<file path="src/rtl/mem_burst_addr_gen_pkg.sv">
//------------------------------------------------------------------------------
// Package : sourcemux / cache_types
// Brief   : Shared request-source and burst-mode types for the line-fill path.
// Rev     : 1.0 - initial release
//------------------------------------------------------------------------------
`default_nettype none

package sourcemux;
    typedef enum logic {
        SRC_MEMORY = 1'b0,
        SRC_CACHE  = 1'b1
    } sourcemux_sel_t;
endpackage

package cache_types;
    typedef sourcemux::sourcemux_sel_t sourcemux_sel_t;

    typedef enum logic {
        BURST_LINEAR = 1'b0,
        BURST_WRAP   = 1'b1
    } burst_mode_t;
endpackage

`default_nettype wire

</file>
<file path="src/rtl/line_base_sel.sv">
//------------------------------------------------------------------------------
// Module  : line_base_sel
// Brief   : Selects the cache-line base address for a burst from its source.
// Rev     : 1.0 - initial release
//------------------------------------------------------------------------------
`default_nettype none

module line_base_sel
    import cache_types::*;
#(
    parameter  int ADDR_W   = 32,
    parameter  int INDEX_W  = 3,
    parameter  int OFFSET_W = 5,
    localparam int TAG_W    = ADDR_W - INDEX_W - OFFSET_W
) (
    input  sourcemux::sourcemux_sel_t req_src,
    input  logic [ADDR_W-1:0]         mem_address,
    input  logic [TAG_W-1:0]          tag,
    input  logic [INDEX_W-1:0]        index,
    output logic [ADDR_W-1:0]         base
);

    localparam logic [ADDR_W-1:0] c_line_mask = {{(ADDR_W-OFFSET_W){1'b1}}, {OFFSET_W{1'b0}}};

    always_comb begin
        base = mem_address & c_line_mask;
        if (req_src == sourcemux::SRC_CACHE) begin
            base = {tag, index, {OFFSET_W{1'b0}}};
        end
    end

endmodule

`default_nettype wire

</file>
<file path="src/rtl/mem_burst_addr_gen.sv">
//------------------------------------------------------------------------------
// Module  : mem_burst_addr_gen
// Brief   : Generates per-beat memory addresses for cache-line fill and
//           write-back bursts, linear or critical-word-first.
// Rev     : 1.0 - initial release
//------------------------------------------------------------------------------
`default_nettype none

module mem_burst_addr_gen
    import cache_types::*;
#(
    parameter  int ADDR_W    = 32,
    parameter  int INDEX_W   = 3,
    parameter  int OFFSET_W  = 5,
    parameter  int BEAT_W    = 3,
    localparam int TAG_W     = ADDR_W - INDEX_W - OFFSET_W,
    localparam int CNT_W     = OFFSET_W - BEAT_W,
    localparam int NUM_BEATS = 2 ** CNT_W
) (
    input  logic                      clk,
    input  logic                      rst_n,
    input  logic                      req_valid,
    output logic                      req_ready,
    input  sourcemux::sourcemux_sel_t req_src,
    input  burst_mode_t               req_mode,
    input  logic [ADDR_W-1:0]         mem_address,
    input  logic [TAG_W-1:0]          tag,
    input  logic [INDEX_W-1:0]        index,
    output logic                      beat_valid,
    input  logic                      beat_ready,
    output logic [ADDR_W-1:0]         beat_addr,
    output logic [CNT_W-1:0]          beat_idx,
    output logic                      beat_last,
    output logic                      busy,
    output logic                      done
);

    if (NUM_BEATS < 2) begin : g_param_check
        $error("mem_burst_addr_gen: a line must span at least two beats");
    end

    typedef enum logic [0:0] {
        ST_IDLE  = 1'b0,
        ST_BURST = 1'b1
    } state_t;

    localparam logic [CNT_W-1:0] c_cnt_one  = CNT_W'(1);
    localparam logic [CNT_W-1:0] c_cnt_last = CNT_W'(NUM_BEATS - 1);

    state_t            r_state;
    state_t            w_state_next;
    logic [ADDR_W-1:0] r_base;
    logic [CNT_W-1:0]  r_start;
    logic [CNT_W-1:0]  r_cnt;
    logic              r_done;

    logic [ADDR_W-1:0] w_base;
    logic [CNT_W-1:0]  w_start;
    logic              w_accept;
    logic              w_beat_hs;

    line_base_sel #(
        .ADDR_W   (ADDR_W),
        .INDEX_W  (INDEX_W),
        .OFFSET_W (OFFSET_W)
    ) u_line_base_sel (
        .req_src     (req_src),
        .mem_address (mem_address),
        .tag         (tag),
        .index       (index),
        .base        (w_base)
    );

    // Write-backs always stream the victim line in order; only fills wrap.
    assign w_start = (req_src == sourcemux::SRC_MEMORY && req_mode == BURST_WRAP)
                   ? mem_address[OFFSET_W-1:BEAT_W] : '0;

    assign req_ready  = (r_state == ST_IDLE);
    assign busy       = (r_state == ST_BURST);
    assign beat_valid = busy;
    assign w_accept   = req_valid && req_ready;
    assign w_beat_hs  = beat_valid && beat_ready;

    // Last-beat detection uses the handshake count, so the wrap point of the
    // beat index never affects burst length.
    assign beat_last  = busy && (r_cnt == c_cnt_last);
    assign beat_idx   = r_start + r_cnt;
    assign beat_addr  = r_base | ({{(ADDR_W-CNT_W){1'b0}}, beat_idx} << BEAT_W);
    assign done       = r_done;

    always_ff @(posedge clk or negedge rst_n) begin
        if (!rst_n) begin
            r_state <= ST_IDLE;
        end else begin
            r_state <= w_state_next;
        end
    end

    always_comb begin
        w_state_next = r_state;
        case (r_state)
            ST_IDLE: begin
                if (req_valid) begin
                    w_state_next = ST_BURST;
                end
            end
            ST_BURST: begin
                if (w_beat_hs && beat_last) begin
                    w_state_next = ST_IDLE;
                end
            end
            default: w_state_next = ST_IDLE;
        endcase
    end

    always_ff @(posedge clk or negedge rst_n) begin
        if (!rst_n) begin
            r_base  <= '0;
            r_start <= '0;
            r_cnt   <= '0;
            r_done  <= 1'b0;
        end else begin
            r_done <= w_beat_hs && beat_last;
            if (w_accept) begin
                r_base  <= w_base;
                r_start <= w_start;
                r_cnt   <= '0;
            end else if (w_beat_hs) begin
                r_cnt <= r_cnt + c_cnt_one;
            end
        end
    end

endmodule

`default_nettype wire
</file>
<file path="config.mk">
export PLATFORM = sky130hd
export DESIGN_NAME = mem_burst_addr_gen
export DESIGN_NICKNAME = d
export VERILOG_FILES = /design/src/rtl/mem_burst_addr_gen_pkg.sv /design/src/rtl/line_base_sel.sv /design/src/rtl/mem_burst_addr_gen.sv
export SDC_FILE = /design/constraint.sdc
export NUM_CORES = 1
export LEC_CHECK = 0
export CAP_MARGIN = 20
export CORE_MARGIN = 2
export CORE_UTILIZATION = 39
export DETAILED_ROUTE_END_ITERATION = 16
export PLACE_DENSITY = 0.9
export SETUP_SLACK_MARGIN = 0.2
export SKIP_CTS_REPAIR_TIMING = 1
export SYNTH_ARGS = -nofsm -noshare
export SYNTH_HDL_FRONTEND = slang
export SYNTH_SLANG_ARGS = --single-unit
export TNS_END_PERCENT = 50
</file>
<file path="constraint.sdc">
create_clock -name clk -period 1.62 [get_ports clk]
set_input_delay 0.162 -clock clk [delete_from_list [all_inputs] [get_ports clk]]
set_output_delay 0.162 -clock clk [all_outputs]
set_load 0.1 [all_outputs]
</file>
Word-level counts from Yosys, hierarchy flattened
Cells that the tools add are included.
W data, S select, Z words.
{"block": "totals", "reg_bits": 38, "latchBits": 0, "mem_bits_rw": 0, "mem_bits_ro": 0, "input_bits": 65, "output_inout_bits": 39, "word_cells": 24, "mem_count": 0}
{"block": "classes", "n_addsub": 2, "mul": 0, "div": 0, "order_cmp": 0, "eq_ne": 1, "shifts": 0, "mux": 7, "n_bitwise": 3, "reduce_logical": 6}
{"op": "$mux W32", "count": 1}
{"op": "$or A32 B5 Y32", "count": 1}
{"op": "$mux W2", "count": 3}
{"op": "$logic_and A1 B1 Y1", "count": 5}
{"op": "$add A2 B1 Y2 const B", "count": 1}
{"op": "$add A2 B2 Y2", "count": 1}
{"op": "$eq A2 B2 Y1 const B", "count": 1}
{"op": "$mux W1", "count": 2}
{"op": "$not A1 Y1", "count": 2}
{"op": "$pmux W1 S2", "count": 1}
{"op": "$reduce_bool A2 Y1", "count": 1}

Longest topological paths before layout
{"block": "depth", "ltp_word": 5, "mapped_depth": 4, "ltp_nobuf": 3}

Cells and area by module
A second synthesis with hierarchy kept.
{"block": "hier_totals", "hier_cells": 166, "hier_area_um2": 2388.5}
{"mod": "mem_burst_addr_gen", "n_inst": 1, "cells_per_inst": 130, "area_each_um2": 1916.8, "seq_area_each_um2": 950.9}
{"mod": "line_base_sel", "n_inst": 1, "cells_per_inst": 36, "area_each_um2": 471.7, "seq_area_each_um2": 0.0}

Worst setup path after synthesis
No wires, ideal clock.
{"block": "synth_path", "kind": "reg-to-output", "from": "reg r_cnt[0]", "to": "out beat_idx[1]", "arrival_time_ns": 2.844, "t_required_ns": 1.458, "path_slack_ns": -1.386, "stages_incl_launch_ff": 5, "n_path_buf": 1, "cell_sequence": "dfrtp_1 -> ha_1 -> xnor2_1 -> xnor2_1 -> buf_4"}
{"block": "synth_between", "elab_chain_cells": 1}
{"element": "from (decl)", "line_no": "mem_burst_addr_gen.sv:54", "text": "logic [CNT_W-1:0] r_cnt;"}
{"element": "from (signal assigned)", "line_no": "mem_burst_addr_gen.sv:129", "text": "r_cnt <= r_cnt + c_cnt_one;"}
{"element": "$add A2 B2 Y2", "line_no": "mem_burst_addr_gen.sv:87", "text": "assign beat_idx = r_start + r_cnt;"}
{"element": "to (decl)", "line_no": "mem_burst_addr_gen.sv:32", "text": "output logic [CNT_W-1:0] beat_idx,"}
Every way passes these cells.

Final worst setup path
{"block": "layout_path", "from": "reg r_start[0]", "to": "out beat_idx[1]"}
{"block": "layout_between", "elab_chain_cells": 1}
{"element": "from (decl)", "line_no": "mem_burst_addr_gen.sv:53", "text": "logic [CNT_W-1:0] r_start;"}
{"element": "from (signal assigned)", "line_no": "mem_burst_addr_gen.sv:126", "text": "r_start <= w_start;"}
{"element": "$add A2 B2 Y2", "line_no": "mem_burst_addr_gen.sv:87"}
Every way passes these cells.

==> metrics.csv <==
metric;value;unit
status;complete, no violations;
initial antenna violation count;0;
Cell variety after synth;20;
post-DP HPWL;3560;µm
fillers;280;
fraction of final layout cells sized beyond drive strength 1;52.1;%
clk slew on worst S/H paths;0.07;ns
GR met2 Demand/Resource;29.2;%
GR peak layer;met2;
number of setup violations in the final report;0;
Post-Syn Instances;118;
Total Routing Usage GR;17.7;%
r2r setup slk;0.31;ns
Seq/Total Area, Yosys;44.5;%
critical path class;reg2out;
vias in the first global route;1335;
max-slew violations;0;
Hold Fails Final Rpt;0;
number of CTS-inserted buffers;5;
RSZ-0062 raised after global routing;true;
most frequent cells in the layout;60 x clkdlybuf4s50_1, 39 x mux2_4, 38 x buf_12;
die height;73.0;µm
Post-Syn Area;1860;µm²
CTS Buffer Depth;2;
largest net degree at the start of global routing;34;
met1 usage;22.0;%
GR met3 Demand/Resource;5.66;%
critical path startpoint category;register;
CTS Sinks;33;
Iter 0 DRT Violations;57;
syn_area_per_cell;15.7;µm²
Port Buffers;97;
clk root buf;clkbuf_8;
reg2reg end;r_base[26];
arrival time at the worst endpoint;1.45;ns
diodes inserted;0;
commonest non-fill, non-tap cell in the layout;clkdlybuf4s50_1;
GRT overflow;0;
first-pass GRT wire length;6970;µm
Routed WL;4640;µm
Critical R2R Launch;beat_valid;
# nets final;285;
post-layout min period;1.62;ns
min-delay worst type;in2async;
core area;4660;µm²
TritonCTS clock tree;done;
Max Cap Violations;0;
io pins;104;
worst skew pair latency;0.28;ns
site row count;25;
H-tree depth;2;
worst r2r path cells;3;
Vias/cell;4.88;
DRC viols;0;
fmax;0.619;GHz
crit path max fanout;2;
setup TNS;0;ns
Initial Utilization;39.8;%
Seq cells post-synth;33;
Synth-to-Final Area Change;81.9;%
DR pass1 iterations;4;
antenna viol nets, final;0;
period utilization;99.8;%
DIE WIDTH;73.0;µm
crit end category;output port;
wire per inst;17.0;µm
routed vias;1332;
Final GP Congestion;0.723;
YS warnings;0;
die area;5330;µm²
Post-Route Skew;0.00656;ns
CP required;1.46;ns
==> stage by stage <==
| stage | utilization, % | std cells | hold slack, ns | instance area, µm² | worst slack [ns] |
|---|---|---|---|---|---|
| 4_1_cts | 72.1 | 272 | 0.306 | 3360 | -0.0821 |
| 5_1_grt | 72.4 | 273 | 0.337 | 3370 | -0.0457 |
| 3_3_place_gp | 69.9 | 264 | 0.556 | 3260 | 0.0674 |
| 3_5_place_dp | 69.9 | 264 | 0.559 | 3260 | 0.0569 |
| 6_report | 72.4 | 273 | 0.291 | 3370 | 0.00384 |
| 2_1_floorplan | - | 120 | -0.134 | 1940 | -0.205 |
==> worst max path at each step <==
stage / end / slack (ns) / start / depth (start not counted)
after floorplan: beat_idx[1] / -0.20 / r_cnt[0] / 4
after global placement: r_base[27] / 0.07 / req_valid / 4
after detailed placement: r_base[26] / 0.06 / req_valid / 4
after CTS: beat_idx[1] / -0.08 / r_cnt[0] / 4
after global routing: beat_idx[1] / -0.05 / r_start[0] / 4
final: beat_idx[1] / 0.004 / r_start[0] / 4
==> metal layers <==
layer | vias up | part of all wire [%]
met2 | 76 | 51
met5 | - | 0
met1 | 641 | 39
met3 | 6 | 8.7
met4 | 0 | 1.1
li1 | 609 | -
==> final cells by class <==
cell class	count	area, µm²	share of cell area, %
clock buffer	7	96.3	2.86
sequential	33	831	24.6
multi-input combinational	74	967	28.7
tap	54	67.6	2.00
clock inverter	1	5.00	0.148
timing repair buffer	103	1400	41.5
inverter	1	7.51	0.222
==> cells by family (layout without fill, tap and decap cells) <==
group	count (synthesis)	count (layout)	synth area share [%]
adder cells (fa/ha/maj)	2	2	1.35
other	1	3	0.202
XOR/XNOR	3	3	1.42
flip-flops	33	33	44.5
buffers and inverters	13	112	7.01
AO/OA/AOI/OAI	4	4	1.89
multiplexers	55	55	41.2
AND/OR/NAND/NOR	7	7	2.43
==> critical path, cell delays in order, from the launching register on <==
cell and delay (ns):
dfrtp_1 0.42, ha_4 0.19, xnor2_4 0.14, xnor2_4 0.21, buf_12 0.21
==> synthesized netlist by cell type <==
library cell	number	area share (%)
ha_1	2	1.3
mux2_2	15	9.1
xnor2_1	2	0.94
conb_1	1	0.20
dfrtp_1	33	45
nor2_1	2	0.40
buf_12	2	2.2
nor2b_1	1	0.34
o2bb2ai_1	1	0.47
nand2b_1	1	0.34
inv_1	1	0.20
mux2i_1	1	0.54
buf_6	3	1.8
mux2_4	39	32
and3_1	1	0.34
a22o_1	3	1.4
and2_1	1	0.34
xor2_1	1	0.47
and4bb_2	1	0.67
buf_4	7	2.8
==> sequential cells by signal, summed over array words and instances (netlist names) <==
| signal | flops |
|---|---|
| r_base | 27 |
| r_cnt | 2 |
| r_start | 2 |
| done | 1 |
| beat_valid | 1 |
Power is not shown: default switching activity piles up to over one toggle a cycle in this logic, so the estimate is an artifact.
